File: config.mk
export PLATFORM = sky130hd
export DESIGN_NAME = gfifo_rd_client_flat
export DESIGN_NICKNAME = d
export VERILOG_FILES = /design/src/rtl/gfifo_rd_client_if.sv /design/src/rtl/gfifo_rd_client.sv /design/src/flat_wrapper.sv
export SDC_FILE = /design/constraint.sdc
export NUM_CORES = 1
export LEC_CHECK = 0
export BUFFER_PORTS_ARGS = -buffer_cell sky130_fd_sc_hd__buf_2
export CORE_MARGIN = 2
export CORE_UTILIZATION = 45
export CTS_BUF_LIST = sky130_fd_sc_hd__clkbuf_2
export DETAILED_ROUTE_END_ITERATION = 8
export HOLD_SLACK_MARGIN = 0.15
export PLACE_DENSITY = 0.66
export RECOVER_POWER = 100
export SLEW_MARGIN = 20
export SYNTH_ARGS = -nofsm -noshare
export SYNTH_HDL_FRONTEND = slang
export SYNTH_SLANG_ARGS = --single-unit
File: constraint.sdc
create_clock -name rd_clk -period 3.8 [get_ports rd_clk]
set_input_delay 0 -clock rd_clk [delete_from_list [all_inputs] [get_ports rd_clk]]
set_output_delay 0 -clock rd_clk [all_outputs]
set_load 0.005 [all_outputs]
File: src/rtl/gfifo_rd_client_if.sv
// gfifo_rd_client_if: gray-FIFO read port (request/data/valid) plus downstream word handshake.
interface gfifo_rd_client_if;
  logic        rd_req_;
  logic [3:0]  rd_data;
  logic        rd_valid;
  logic [15:0] out_data;
  logic [2:0]  out_nib;
  logic        out_valid;
  logic        out_ready;
  modport master (output rd_req_, out_data, out_nib, out_valid, input rd_data, rd_valid, out_ready);
  modport slave (input rd_req_, out_data, out_nib, out_valid, output rd_data, rd_valid, out_ready);
endinterface

File: src/rtl/gfifo_rd_client.sv
// gfifo_rd_client: packs 4-bit gray-FIFO read beats into 16-bit words for a valid/ready sink.
// Define GFIFO_RD_TMO_EN to enable the idle-timeout partial flush.
module gfifo_rd_client #(
  parameter int RD_LAT = 2,
  parameter int TMO_CYCLES = 15
) (
  input  logic              rd_clk,
  input  logic              rst_,
  gfifo_rd_client_if.master bus,
  input  logic              enable,
  input  logic              flush,
  output logic              busy,
  output logic              err_spur,
  output logic              tmo_flag
);
  typedef enum logic [1:0] {IDLE, FILL, WAIT_OUT, DRAIN} state_t;
  state_t state, state_n;
  logic [RD_LAT-1:0] hist;
  logic [5:0] out_cnt;
  logic [2:0] nib_cnt;
  logic [3:0][3:0] asm_q;
  logic req, cap, free, ld_byp, ld_full, ld_part, ld, flush_any, drain_done;
  always_comb begin
    out_cnt = '0;
    for (int i = 0; i < RD_LAT; i++) out_cnt = out_cnt + 6'(hist[i]);
  end
  assign req = enable && state == FILL && (6'(nib_cnt) + out_cnt < 6'd4);
  assign bus.rd_req_ = !req;
  assign cap = bus.rd_valid && out_cnt != '0 && nib_cnt != 3'd4;
  assign free = !bus.out_valid || bus.out_ready;
  // the fourth nibble goes straight into a free output register, skipping WAIT_OUT
  assign ld_byp = cap && nib_cnt == 3'd3 && free;
  assign ld_full = state == WAIT_OUT && free;
  assign ld_part = state == DRAIN && out_cnt == '0 && nib_cnt != '0 && free;
  assign drain_done = state == DRAIN && out_cnt == '0 && (nib_cnt == '0 || free);
  assign ld = ld_byp || ld_full || ld_part;
  assign busy = !(state == IDLE && out_cnt == '0 && nib_cnt == '0 && !bus.out_valid);
`ifdef GFIFO_RD_TMO_EN
  logic [15:0] tmo_cnt;
  logic tmo_arm, tmo_fire;
  assign tmo_arm = state == FILL && nib_cnt != '0 && nib_cnt != 3'd4 && !bus.rd_valid;
  assign tmo_fire = tmo_arm && tmo_cnt == 16'(TMO_CYCLES - 1);
  assign flush_any = flush || tmo_fire;
  always_ff @(posedge rd_clk or negedge rst_)
    if (!rst_) begin
      tmo_cnt <= '0;
      tmo_flag <= 1'b0;
    end else begin
      tmo_cnt <= (tmo_arm && !tmo_fire) ? tmo_cnt + 16'd1 : '0;
      tmo_flag <= tmo_fire;
    end
`else
  assign flush_any = flush;
  assign tmo_flag = 1'b0;
`endif
  always_comb begin
    state_n = state;
    case (state)
      IDLE: state_n = flush_any ? DRAIN : enable ? FILL : IDLE;
      FILL: state_n = flush_any ? DRAIN :
                      (cap && nib_cnt == 3'd3 && !free) ? WAIT_OUT :
                      (!enable && out_cnt == '0) ? IDLE : FILL;
      WAIT_OUT: state_n = flush_any ? DRAIN : free ? FILL : WAIT_OUT;
      DRAIN: state_n = drain_done ? (enable ? FILL : IDLE) : DRAIN;
      default: state_n = IDLE;
    endcase
  end
  always_ff @(posedge rd_clk or negedge rst_)
    if (!rst_) state <= IDLE;
    else state <= state_n;
  always_ff @(posedge rd_clk or negedge rst_)
    if (!rst_) begin
      hist <= '0;
      nib_cnt <= '0;
      asm_q <= '0;
      err_spur <= 1'b0;
      bus.out_valid <= 1'b0;
      bus.out_data <= '0;
      bus.out_nib <= '0;
    end else begin
      hist <= RD_LAT'({hist, req});
      if (bus.rd_valid && out_cnt == '0) err_spur <= 1'b1;
      if (ld) begin
        bus.out_valid <= 1'b1;
        bus.out_data <= ld_byp ? {bus.rd_data, asm_q[2], asm_q[1], asm_q[0]} : asm_q;
        bus.out_nib <= ld_byp ? 3'd4 : nib_cnt;
        nib_cnt <= '0;
        asm_q <= '0;
      end else begin
        if (bus.out_ready) bus.out_valid <= 1'b0;
        if (cap) begin
          asm_q[nib_cnt[1:0]] <= bus.rd_data;
          nib_cnt <= nib_cnt + 3'd1;
        end
      end
    end
endmodule

File: src/flat_wrapper.sv
// flat-port wrapper written by rule: the top's interface ports become plain ports
module gfifo_rd_client_flat 
#(
  parameter int RD_LAT = 2,
  parameter int TMO_CYCLES = 15
)
  (rd_clk, rst_, enable, flush, busy, err_spur, tmo_flag, bus_rd_req_, bus_out_data, bus_out_nib, bus_out_valid, bus_rd_data, bus_rd_valid, bus_out_ready);
  gfifo_rd_client_if bus_i ();
  input  logic rd_clk;
  input  logic rst_;
  input  logic enable;
  input  logic flush;
  output logic busy;
  output logic err_spur;
  output logic tmo_flag;
  output wire logic [$bits(bus_i.rd_req_)-1:0] bus_rd_req_;
  output wire logic [$bits(bus_i.out_data)-1:0] bus_out_data;
  output wire logic [$bits(bus_i.out_nib)-1:0] bus_out_nib;
  output wire logic [$bits(bus_i.out_valid)-1:0] bus_out_valid;
  input wire logic [$bits(bus_i.rd_data)-1:0] bus_rd_data;
  input wire logic [$bits(bus_i.rd_valid)-1:0] bus_rd_valid;
  input wire logic [$bits(bus_i.out_ready)-1:0] bus_out_ready;
  assign bus_rd_req_ = bus_i.rd_req_;
  assign bus_out_data = bus_i.out_data;
  assign bus_out_nib = bus_i.out_nib;
  assign bus_out_valid = bus_i.out_valid;
  assign bus_i.rd_data = bus_rd_data;
  assign bus_i.rd_valid = bus_rd_valid;
  assign bus_i.out_ready = bus_out_ready;
  gfifo_rd_client #(.RD_LAT(RD_LAT), .TMO_CYCLES(TMO_CYCLES)) u_core (.rd_clk(rd_clk), .rst_(rst_), .bus(bus_i), .enable(enable), .flush(flush), .busy(busy), .err_spur(err_spur), .tmo_flag(tmo_flag));
endmodule
* Word-level counts from Yosys, hierarchy flattened *
Index checks and enable logic that the tools add are counted.

cells by class
  add/subtract/negate cells = 3
  $mul = 0
  div/mod/pow operators = 0
  $lt $le $gt $ge = 3
  equality and inequality tests = 5
  shift-type cells = 0
  muxes and demuxes = 20
  bitwise operators = 0
  reduce and logical (&&, ||, !) cells = 34

operators with widths
  operator                                                                      number
  16-bit 2-to-1 mux                                                             3
  1-bit logical AND                                                             18
  16-bit bitwise mux                                                            1
  2-bit 2-to-1 mux                                                              6
  3-bit 2-to-1 mux                                                              3
  4-bit demux with 2-bit select                                                 1
  2-bit one-hot mux with 4 select lines                                         1
  3-bit by 6-bit adder with 6-bit output                                        1
  6-bit zero test                                                               1
  6-bit by 3-bit less-than comparator with 1-bit output, second input constant  1
  6-bit nonzero test                                                            1
  1-bit zero test                                                               5
  2-bit equality test, second input constant                                    2
  1-bit logical OR                                                              4
  1-bit 2-to-1 mux                                                              4
  4-bit 2-to-1 mux                                                              1
  2-bit nonzero test                                                            2
  3-bit by 1-bit adder with 3-bit output, second input constant                 1
  3-bit by 2-bit equality test with 1-bit output, second input constant         1
  3-bit zero test                                                               1
  2-bit by 3-bit less-than comparator with 1-bit output, second input constant  1
  3-bit != test, second input constant                                          1
  3-bit nonzero test                                                            1
  1-bit by 1-bit adder with 2-bit output                                        1
  3 further kinds                                                               3

storage, ports and cells
  bits in registers = 44
  latch bits = 0
  memory bits (writable) = 0
  bits in read-only memories = 0
  bits of input ports = 10
  memories = 0

* Logic depth before layout (Yosys ltp) *
Gate-level depths: netlist of run 1.

  depth in word-level cells = 9
  gate-level depth with buffers = 8
  gate-level depth less buffers = 6

* Least setup slack after synthesis of run 1 *
Ideal clock, no wire load.

  kind = reg2reg
  start = reg u_core.hist[0]
  end = reg u_core.bus.out_data[10]
  arrival time = 1,826 ps
  required time = 3,673 ps
  path slack = 1,846 ps
  stages on the path, launching flop included = 8
  path buffers = 1
  path through = dfrtp_1 > inv_1 > ha_1 > nor2b_2 > nand3_1 > a21oi_4 > buf_6 > mux2_1

on the way
  cells in the longest elaborated chain, start to end = 8
  elaborated cells between the ends (all ways) = 12
  those cells by class = 1 x add/sub; 11 x reduce/logical

ends and longest elaborated chain
  element                                     line                      RTL
  start: declaration                          gfifo_rd_client.sv:18     logic [RD_LAT-1:0] hist;
  start signal: assignment                    gfifo_rd_client.sv:81     hist <= RD_LAT'({hist, req});
  1-bit by 1-bit adder with 2-bit output (*)  gfifo_rd_client.sv:25     for (int i = 0; i < RD_LAT; i++) out_cnt = out_cnt + 6'(hist[i]);
  6-bit nonzero test                          gfifo_rd_client.sv:29     assign cap = bus.rd_valid && out_cnt != '0 && nib_cnt != 3'd4;
  1-bit logical AND (2 in series)             gfifo_rd_client.sv:29
  1-bit logical AND (2 in series)             gfifo_rd_client.sv:32     assign ld_byp = cap && nib_cnt == 3'd3 && free;
  1-bit logical OR                            gfifo_rd_client.sv:36     assign ld = ld_byp || ld_full || ld_part;
  1-bit logical OR (*)                        gfifo_rd_client.sv:36
  end signal: assignment                      gfifo_rd_client.sv:85     bus.out_data <= ld_byp ? {bus.rd_data, asm_q[2], asm_q[1], asm_q[0]} : asm_q;
  end: declaration                            gfifo_rd_client_if.sv:10  modport master (output rd_req_, out_data, out_nib, out_valid, input rd_data, rd_valid, out_ready);

Mark *: on every way between the ends. The rest lies on a longest branch, timed or not.
A chain may end at the register's enable or synchronous reset.

* Worst setup path after layout of run 1 *
  start = reg u_core.hist[0]
  end = reg u_core.bus.out_data[5]

Same word-level chain as after synthesis.

==> results by group, run 1 <==
Run status
  – Outcome: complete, but fails checks
  – Failing checks: max-capacitance violations, max-slew violations

Logic synthesis
  – Distinct cells, synth: 32
  – Seq/Total Area, Yosys: 54.02%
  – Synth Instances: 192
  – Dominant synthesized flop cell: dfrtp_1
  – Post-synthesis area per instance: 10.62 um2
  – Synth async-reset ratio: 100.0%
  – FF+latch count, synth: 44
  – YS warnings: 0
  – Post-synth net total: 210
  – EDFF count, synth: 0
  – Post-Syn Area: 0.002038 mm2

STA
  – Setup violators final: 0
  – Final hold viol count: 0
  – RSZ-0062 raised after global routing: false
  – Fin crit share: 75.99%
  – Setup TNS Final: 0 ns
  – Setup Skew: 0.01300 ns
  – Min cycle time layout: 2.888 ns
  – Worst Tran Pin Value: 2.293 ns
  – Max frequency: 346.3 MHz
  – Final WS setup: 0.9123 ns
  – Max Slew Vio Count: 45
  – Slew HR: -52.88%

Critical path
  – Crit-path cells: inv_1, ha_1, nor2b_1, nand3_1, a21oi_4, mux2_2
  – CP max FO: 26
  – Worst r2r path cells: 6
  – Required time worst endpoint: 4.13 ns
  – CP Capture Type: flip-flop
  – Arrival time worst endpoint: 3.21 ns
  – R2R Path End: u_core.bus.out_data[5]
  – FF-to-FF setup slack: 0.91 ns
  – CP max-delay cell: a21oi_4
  – Setup CP Type: reg -> reg
  – R2R Path Start: u_core.hist[0]
  – Setup crit start kind: flip-flop
  – CP peak stage delay: 0.80 ns

Clock tree
  – Clock latency at the later pin of the worst-skew pair: 0.41 ns
  – Reg clk slew, reported paths: 0.21 ns
  – CTS tree: done
  – Clock tree root driver cell: clkbuf_2
  – PostCTS Resize Cnt: 0
  – CTS Hold Bufs: 9
  – Clk sinks: 44
  – Post-CTS setup buffers: 0
  – CTS max path bufs: 2
  – Total CTS buffers: 5
  – H-tree Lvls: 2

Power and ir drop
  – Tot Pwr: 1.680 mW
  – PwrDens: 707.8 mW/mm2
  – VDD IR-drop max: 0.0003852 V
  – Leakage: 1.117 nW

Place
  – Buffers added on ports: 32
  – Placer Congestion: 0.7891
  – Hpwl dp: 2879 um
  – Post-DP Area: 0.002238 mm2
  – Pre-CTS setup slack: 1.053 ns

Min path
  – Hold path cells: 5
  – Worst hold path class: in -> reg
  – Hold path start: bus_out_ready
  – Hold EP: u_core.state[1]

Floorplan
  – Starting Density: 46.81%
  – Cell Rows: 24
  – Boundary Pins: 34
  – Die width: 71.30 um
  – Die ar.: 0.005084 mm2
  – Die height: 71.30 um
  – Core Area: 0.004354 mm2

Global route
  – Vias in the first global route: 1444
  – First-pass GRT wire length: 7238 um
  – Initial antenna violation count: 0
  – Pin count of the biggest net entering global routing: 45
  – Gr ovfl total: 0
  – Gr usage total: 18.12%

Drt
  – Post-route ant nets: 0
  – Vias: 1537
  – Post-route DRC: 0
  – Via-per-instance ratio: 5.337
  – Starting DRC count in detailed routing: 109
  – Routed len/inst: 14.32 um
  – Final wirelength: 4125 um
  – Drt pass-1 iters: 4

Layout
  – Fillers: 411
  – Share of post-route cells with drive strength above 1: 18.22%
  – Area grow syn2layout: 16.45%
  – Final instance area: 0.002374 mm2
  – Ant diodes: 0
  – Final nets: 253

Job
  – Number of max-cap violations: 1
[flip-flops by register name, indices dropped and copies added (netlist names)]
signal	cells
u_core.nib_cnt	3
u_core.bus.out_data	16
u_core.err_spur	1
u_core.state	2
u_core.hist	2
u_core.bus.out_valid	1
u_core.asm_q	16
u_core.bus.out_nib	3
[critical path: cells and delay by family, from the launching register on]
kind                     cells  cell delay [ns]
buffers and inverters        1             0.05
flip-flops                   1             0.42
AO/OA/AOI/OAI                1             0.80
multiplexers                 1             0.41
adder cells (fa/ha/maj)      1             0.29
AND/OR/NAND/NOR              2             0.83
[how the worst max path moves through the flow]
stage / startpoint / endpoint / depth (start not counted)
detailed placement: u_core.hist[0] / u_core.bus.out_data[3] / 6
global placement: u_core.hist[0] / u_core.bus.out_data[6] / 6
floorplan: u_core.hist[0] / u_core.bus.out_data[10] / 7
CTS: u_core.hist[0] / u_core.bus.out_data[3] / 6
global route: u_core.hist[0] / u_core.asm_q[1] / 7
finish: u_core.hist[0] / u_core.bus.out_data[5] / 6
[synth_stat cells (2+ instances only)]
master | instances | share of area, %
clkbuf_1 | 3 | 0.55
buf_2 | 2 | 0.49
o21ai_0 | 4 | 0.98
inv_1 | 12 | 2.2
nand4_1 | 4 | 1.2
o22ai_1 | 2 | 0.61
ha_1 | 8 | 4.9
mux2_1 | 4 | 2.2
nor2_1 | 10 | 1.8
buf_4 | 2 | 0.74
nand2b_1 | 3 | 0.92
o221ai_1 | 4 | 1.7
mux2i_1 | 4 | 2.0
a21oi_1 | 18 | 4.4
a221oi_1 | 2 | 0.86
dfrtp_1 | 44 | 54
mux2_2 | 8 | 4.4
nand2_1 | 20 | 3.7
nand3_1 | 22 | 5.4
nor2b_1 | 3 | 0.92
nor4b_1 | 2 | 0.86
[logic make-up (layout without fill, tap and decap cells)]
| family | after synthesis | in the layout | synth area share [%] |
|---|---|---|---|
| simple gates | 65 | 65 | 15.29 |
| other cells | 1 | 1 | 0.1840 |
| buf+inv | 20 | 64 | 4.542 |
| flops | 44 | 44 | 54.02 |
| mux | 16 | 16 | 8.594 |
| fa+ha+maj | 8 | 8 | 4.911 |
| compound gates | 38 | 38 | 12.46 |
[where the power goes]
| part | switching (mW) | internal (mW) |
|---|---|---|
| Sequential | 0.116 | 0.624 |
| Combinational | 0.383 | 0.297 |
| Clock | 0.149 | 0.110 |
| Total | 0.648 | 1.03 |
[per-stage QoR]
stage               cells  hold WS (ns)  utilization [%]
finish                288        0.1914            54.51
global route          288        0.2184            54.51
CTS                   288        0.1664            55.03
detailed placement    271        0.2032            51.41
global placement      271        0.2071            51.41
floorplan             192       -0.2956                -
[layout make-up]
type | instances | area (um2) | area share (%)
tap | 52 | 65.06 | 2.741
sequential | 44 | 1101 | 46.39
multi-input combinational | 128 | 842.1 | 35.48
timing repair buffer | 44 | 252.7 | 10.65
clock inverter | 3 | 42.54 | 1.792
clock buffer | 5 | 25.02 | 1.054
inverter | 12 | 45.04 | 1.898
[cells in the final DEF, fill, tap and decap left out, types with 2 or more instances in the layout]
cell type,count
mux2_1,4
mux2i_1,4
o22ai_1,2
inv_1,12
dfrtp_1,44
mux2_2,8
o221ai_1,4
o21ai_0,4
nand2b_1,3
nor2_1,10
ha_1,8
nand2_1,20
buf_2,25
a221oi_1,2
clkbuf_1,10
clkbuf_2,5
dlygate4sd3_1,9
nor2b_1,4
nand3_1,22
a21oi_1,18
nor4b_1,2
nand4_1,4
[layer usage]
metal  vias up  share of wire (%)  track usage, %
met5         -                  0               0
met4         0                1.3           5.660
met3         5                5.1           4.360
met2        39                 45           26.75
met1       728                 48           26.69
li1        765                  -               -
Note: power is estimated with default switching activity, not from simulation.
==> inputs of run 2 (changes only) <==
==> constraint.sdc (replaced) <==
create_clock -name rd_clk -period 2.85 [get_ports rd_clk]
set_input_delay 0 -clock rd_clk [delete_from_list [all_inputs] [get_ports rd_clk]]
set_output_delay 0 -clock rd_clk [all_outputs]
set_load 0.005 [all_outputs]
==> results by group, run 2 (same netlist as run 1, synthesis figures left out) <==
Clock tree
  – Post-CTS setup buffers: 0 (unchanged)
  – H-tree Lvls: 2 (unchanged)
  – Reg clk slew, reported paths: 0.20 ns (about the same)
  – Clock tree root driver cell: clkbuf_2
  – PostCTS Resize Cnt: 0 (unchanged)
  – Total CTS buffers: 5 (unchanged)
  – CTS tree: done
  – Clk sinks: 44 (unchanged)
  – CTS max path bufs: 2 (unchanged)
  – Clock latency at the later pin of the worst-skew pair: 0.42 ns (about the same)

Drt
  – Drt pass-1 iters: 4 (unchanged)
  – Vias: 1561 (+1.6%)
  – Post-route DRC: 0 (unchanged)
  – Post-route ant nets: 0 (unchanged)
  – Routed len/inst: 14.42 um (+0.67%)
  – Starting DRC count in detailed routing: 108 (-0.92%)
  – Final wirelength: 4167 um (+1.0%)
  – Via-per-instance ratio: 5.401 (+1.2%)

Layout
  – Final nets: 254 (+0.40%)
  – Most common cell after layout, fill and taps aside: dfrtp_1
  – Ant diodes: 0 (unchanged)
  – Largest regs: u_core.asm_q (16), u_core.bus.out_data (16)
  – Highest-count cells in the layout ignoring fill and taps: dfrtp_1 (44), buf_2 (24), nand3_1 (22)
  – Area grow syn2layout: 15.47%
  – Share of post-route cells with drive strength above 1: 18.14% (-0.077 points)
  – Fin util: 54.05% (-0.46 points)

Run status
  – Outcome: complete, but fails checks
  – Failing checks: max-capacitance violations, max-slew violations

Global route
  – Initial antenna violation count: 0 (unchanged)
  – Gr ovfl total: 0 (unchanged)
  – Gr usage total: 18.39% (+0.26 points)
  – Vias in the first global route: 1540 (+6.6%)
  – Pin count of the biggest net entering global routing: 45 (unchanged)
  – First-pass GRT wire length: 7383 um (+2.0%)

STA
  – Worst Tran Pin Value: 2.332 ns (+0.03860 ns)
  – Setup violators final: 0 (unchanged)
  – Slew HR: -55.45% (-2.6 points)
  – Setup Skew: 0.01232 ns (-0.0006857 ns)
  – Max frequency: 420.5 MHz (+21%)
  – Max Slew Vio Count: 45 (unchanged)
  – Setup TNS Final: 0 ns (unchanged)
  – Final hold viol count: 0 (unchanged)
  – RSZ-0062 raised after global routing: false
  – Min cycle time layout: 2.378 ns (-0.5094 ns)
  – Fin crit share: 83.45% (+7.5 points)

Job
  – Number of max-cap violations: 1 (unchanged)

Critical path
  – Arrival time worst endpoint: 2.70 ns (-0.51 ns)
  – Worst Setup SP: u_core.hist[0]
  – Required time worst endpoint: 3.17 ns (-0.96 ns)
  – CP max FO: 32 (+23%)
  – CP Capture Type: flip-flop
  – Setup crit start kind: flip-flop
  – Setup CP Type: reg -> reg
  – R2R Path Start: u_core.hist[0]

Floorplan
  – Die ar.: 0.005084 mm2 (unchanged)
  – Starting Density: 46.81% (unchanged)
  – Boundary Pins: 34 (unchanged)
  – Die width: 71.30 um (unchanged)
  – Core Area: 0.004354 mm2 (unchanged)
  – Die height: 71.30 um (unchanged)
  – Cell Rows: 24 (unchanged)

Power and ir drop
  – Tot Pwr: 2.149 mW (+28%)
  – VDD IR-drop max: 0.0003838 V (-0.36%)
  – PwrDens: 913.0 mW/mm2 (+29%)
  – Leakage: 1.107 nW (-0.91%)

Place
  – Hpwl dp: 2793 um (-3.0%)
  – Buffers added on ports: 32 (unchanged)
  – Placer Congestion: 0.7727 (-2.1%)

Min path
  – Hold path start: bus_rd_valid
  – Worst hold path class: in -> reg
-- run 2: per-stage QoR --
stage	cells	instance area, um2	hold WS (ns)	setup WS (ns)
2_1_floorplan	192	2038	-0.2956	0.8964
3_3_place_gp	272	2246	0.2155	0.6776
3_5_place_dp	272	2246	0.2155	0.6149
4_1_cts	289	2377	0.2756	0.5914
5_1_grt	289	2354	0.3624	0.2465
6_report	289	2354	0.3397	0.4717
-- run 2: cell type report --
class,count,area [um2]
fill,411,2001
timing repair buffer,45,259.0
sequential,44,1101
clock inverter,2,11.26
multi-input combinational,128,842.1
tap,52,65.06
clock buffer,6,30.03
inverter,12,45.04
-- run 2: path summary, 6_finish.rpt --
| check | to | slack, ns | cells past startpoint |
|---|---|---|---|
| hold / removal | u_core.err_spur | 0.34 | 3 |
| setup reg to reg | u_core.bus.out_data[11] | 0.47 | 7 |
| setup / recovery | u_core.bus.out_data[11] | 0.47 | 7 |
| hold reg to reg | u_core.hist[1] | 0.45 | 0 |
| min in group asynchronous | u_core.bus.out_data[13] | 0.80 | 2 |
| max in group asynchronous | u_core.nib_cnt[2] | 0.75 | 2 |
-- run 2: where the power goes --
group	total, mW	internal [mW]	switching (mW)
logic	0.900	0.395	0.506
registers	0.987	0.833	0.155
clock network	0.261	0.0611	0.200
-- run 2: worst max-delay path, stage by stage, from the launching register on --
cell and delay (ns):
dfrtp_1 0.42, inv_1 0.06, ha_1 0.29, nor2b_1 0.42, nand3_1 0.23, a21oi_4 0.15
buf_4 0.34, mux2_1 0.37
-- run 2: per-layer routing --
metal	global-route usage [%]	wire [um]	vias up
li1	-	-	762
met4	7.966	77	0
met2	27.37	1928	43
met5	0	0	-
met3	3.657	223	7
met1	26.33	1937	749
-- run 2: timing repair --
action | in CTS | in global routing
hold endpoints to repair | 69 | 0
hold buffers | 9 | 0
endpoints found under the setup margin | 0 | 0
==> inputs of run 3 (changes only) <==
==> constraint.sdc (replaced) <==
create_clock -name rd_clk -period 2.3 [get_ports rd_clk]
set_input_delay 0 -clock rd_clk [delete_from_list [all_inputs] [get_ports rd_clk]]
set_output_delay 0 -clock rd_clk [all_outputs]
set_load 0.005 [all_outputs]
==> results by group, run 3 (same netlist as run 1, synthesis figures left out) <==
Run status
  – Outcome: completed

STA
  – Final WS setup: 0.2251 ns (-0.2467 ns)
  – Fin crit share: 90.21% (+6.8 points)
  – Final hold viol count: 0 (unchanged)
  – Worst Tran Pin Value: 0.8111 ns (-1.521 ns)
  – Min cycle time layout: 2.075 ns (-0.3033 ns)
  – RSZ-0062 raised after global routing: false
  – Max Slew Vio Count: 0 (-100%)
  – Slew HR: 45.93% (+100 points)
  – Setup TNS Final: 0 ns (unchanged)
  – Setup violators final: 0 (unchanged)
  – Max frequency: 481.9 MHz (+15%)
  – Setup Skew: 0.01670 ns (+0.004380 ns)

Clock tree
  – CTS tree: done
  – PostCTS Resize Cnt: 0 (unchanged)
  – Post-CTS setup buffers: 0 (unchanged)
  – CTS Hold Bufs: 9 (unchanged)
  – Reg clk slew, reported paths: 0.21 ns (about the same)
  – CTS max path bufs: 2 (unchanged)
  – Total CTS buffers: 5 (unchanged)
  – H-tree Lvls: 2 (unchanged)
  – Clock tree root driver cell: clkbuf_2
  – Clock latency at the later pin of the worst-skew pair: 0.39 ns (-0.03 ns)
  – Clk sinks: 44 (unchanged)

Global route
  – Gr usage total: 17.33% (-1.1 points)
  – Vias in the first global route: 1492 (-3.1%)
  – Gr ovfl total: 0 (unchanged)
  – First-pass GRT wire length: 7031 um (-4.8%)
  – Pin count of the biggest net entering global routing: 45 (unchanged)
  – Initial antenna violation count: 0 (unchanged)

Critical path
  – Arrival time worst endpoint: 2.39 ns (-0.31 ns)
  – CP top delay family: flip-flops
  – Setup CP Type: reg -> reg
  – Required time worst endpoint: 2.62 ns (-0.55 ns)
  – CP max FO: 25 (-22%)
  – CP peak stage delay: 0.48 ns (+0.06 ns)
  – CP max-delay cell: dfrtp_1
  – Setup crit start kind: flip-flop
  – CP Capture Type: flip-flop
  – Crit-path cells: inv_1, ha_1, nand2b_1, a31oi_2, a21oi_4, buf_12, mux2_2
  – FF-to-FF setup slack: 0.23 ns (-0.25 ns)
  – Buf+Inv Stages, Crit Path: 2 (unchanged)

Floorplan
  – Boundary Pins: 34 (unchanged)
  – Die height: 71.30 um (unchanged)
  – Cell Rows: 24 (unchanged)
  – Die ar.: 0.005084 mm2 (unchanged)
  – Die width: 71.30 um (unchanged)
  – Starting Density: 46.81% (unchanged)
  – Core Area: 0.004354 mm2 (unchanged)

Power and ir drop
  – Combinational Power Share: 42.9% (+1.0 points)
  – Reg power frac: 45.0% (-0.9 points)
  – VDD IR-drop max: 0.0005726 V (+49%)
  – Sw Pwr: 1.059 mW (+23%)
  – Tot Pwr: 2.711 mW (+26%)
  – Leakage: 1.142 nW (+3.2%)
  – PwrDens: 1128 mW/mm2 (+24%)
  – Switching Share: 39.06% (-0.98 points)
  – Pint: 1.652 mW (+28%)
  – Clk network pwr share: 12.2% (about the same)

Layout
  – Largest regs: u_core.asm_q (16), u_core.bus.out_data (16)
  – Footprint of the multi-input gates: 844.6 um2 (+0.30%)
  – Most common cell after layout, fill and taps aside: dfrtp_1
  – Final nets: 258 (+1.6%)
  – Fin util: 55.20% (+1.1 points)
  – Ant diodes: 0 (unchanged)
  – Highest-count cells in the layout ignoring fill and taps: dfrtp_1 (44), buf_2 (24), nand3_1 (22)
  – Share of post-route cells with drive strength above 1: 20.75% (+2.6 points)
  – Register area: 0.001101 mm2 (unchanged)
  – Fillers: 396 (-3.6%)
  – Area grow syn2layout: 17.93%

Drt
  – Routed len/inst: 13.73 um (-4.8%)
  – Starting DRC count in detailed routing: 108 (unchanged)
  – Final wirelength: 4022 um (-3.5%)
  – Post-route DRC: 0 (unchanged)
  – Post-route ant nets: 0 (unchanged)
  – Via-per-instance ratio: 5.362 (-0.73%)
  – Vias: 1571 (+0.64%)
  – Drt pass-1 iters: 4 (unchanged)

Place
  – Buffers added on ports: 32 (unchanged)
  – Hpwl dp: 2783 um (-0.35%)
  – Placer Congestion: 0.8045 (+4.1%)
  – Pre-CTS setup slack: 0.2419 ns (-0.3730 ns)

Job
  – Number of max-cap violations: 0 (-1)

Min path
  – Worst hold path class: in -> reg
-- run 3: per-layer routing --
| metal | vias up | global-route usage, % | wire length (um) |
|---|---|---|---|
| met5 | - | 0 | 0 |
| met4 | 0 | 5.451 | 47 |
| met3 | 6 | 4.219 | 187 |
| met2 | 37 | 25.72 | 1791 |
| met1 | 758 | 25.28 | 1996 |
| li1 | 770 | - | - |
-- run 3: stage by stage --
stage | hold WS (ns) | area [um2] | instances
6_report | 0.3644 | 2404 | 293
5_1_grt | 0.3805 | 2404 | 293
4_1_cts | 0.2941 | 2407 | 291
3_5_place_dp | 0.2216 | 2273 | 274
3_3_place_gp | 0.2084 | 2273 | 274
2_1_floorplan | -0.2956 | 2038 | 192
-- run 3: final timing paths --
check / cells after the start / to / startpoint
min in group asynchronous: 3 / u_core.state[0] / rst_
min reg2reg: 0 / u_core.hist[1] / u_core.hist[0]
max: 7 / u_core.bus.out_data[0] / u_core.nib_cnt[0]
min: 3 / u_core.err_spur / bus_rd_valid
max reg2reg: 7 / u_core.bus.out_data[0] / u_core.nib_cnt[0]
max in group asynchronous: 4 / u_core.asm_q[15] / rst_
-- run 3: power groups by stage --
stage / registers (mW) / clock network, mW / logic (mW)
floorplan: 1.20 / 0 / 0.823
global placement: 1.23 / 0 / 1.18
detailed placement: 1.24 / 0 / 1.19
CTS: 1.22 / 0.343 / 1.21
global route: 1.26 / 0.366 / 1.32
finish: 1.22 / 0.329 / 1.16
-- run 3: cell type report --
| cell class | instances | share of cell area [%] |
|---|---|---|
| Clock inverter | 1 | 0.3644 |
| Sequential cell | 44 | 45.81 |
| Tap cell | 52 | 2.707 |
| Timing Repair Buffer | 49 | 12.65 |
| Multi-Input combinational cell | 128 | 35.14 |
| Inverter | 12 | 1.874 |
| Clock buffer | 7 | 1.458 |
-- run 3: worst reg2reg max path: cells and delay by family, from the launching register on --
kind | cells | cell delay, ns
flops | 1 | 0.48
fa+ha+maj | 1 | 0.25
mux | 1 | 0.36
compound gates | 2 | 0.44
simple gates | 1 | 0.15
buf+inv | 2 | 0.31
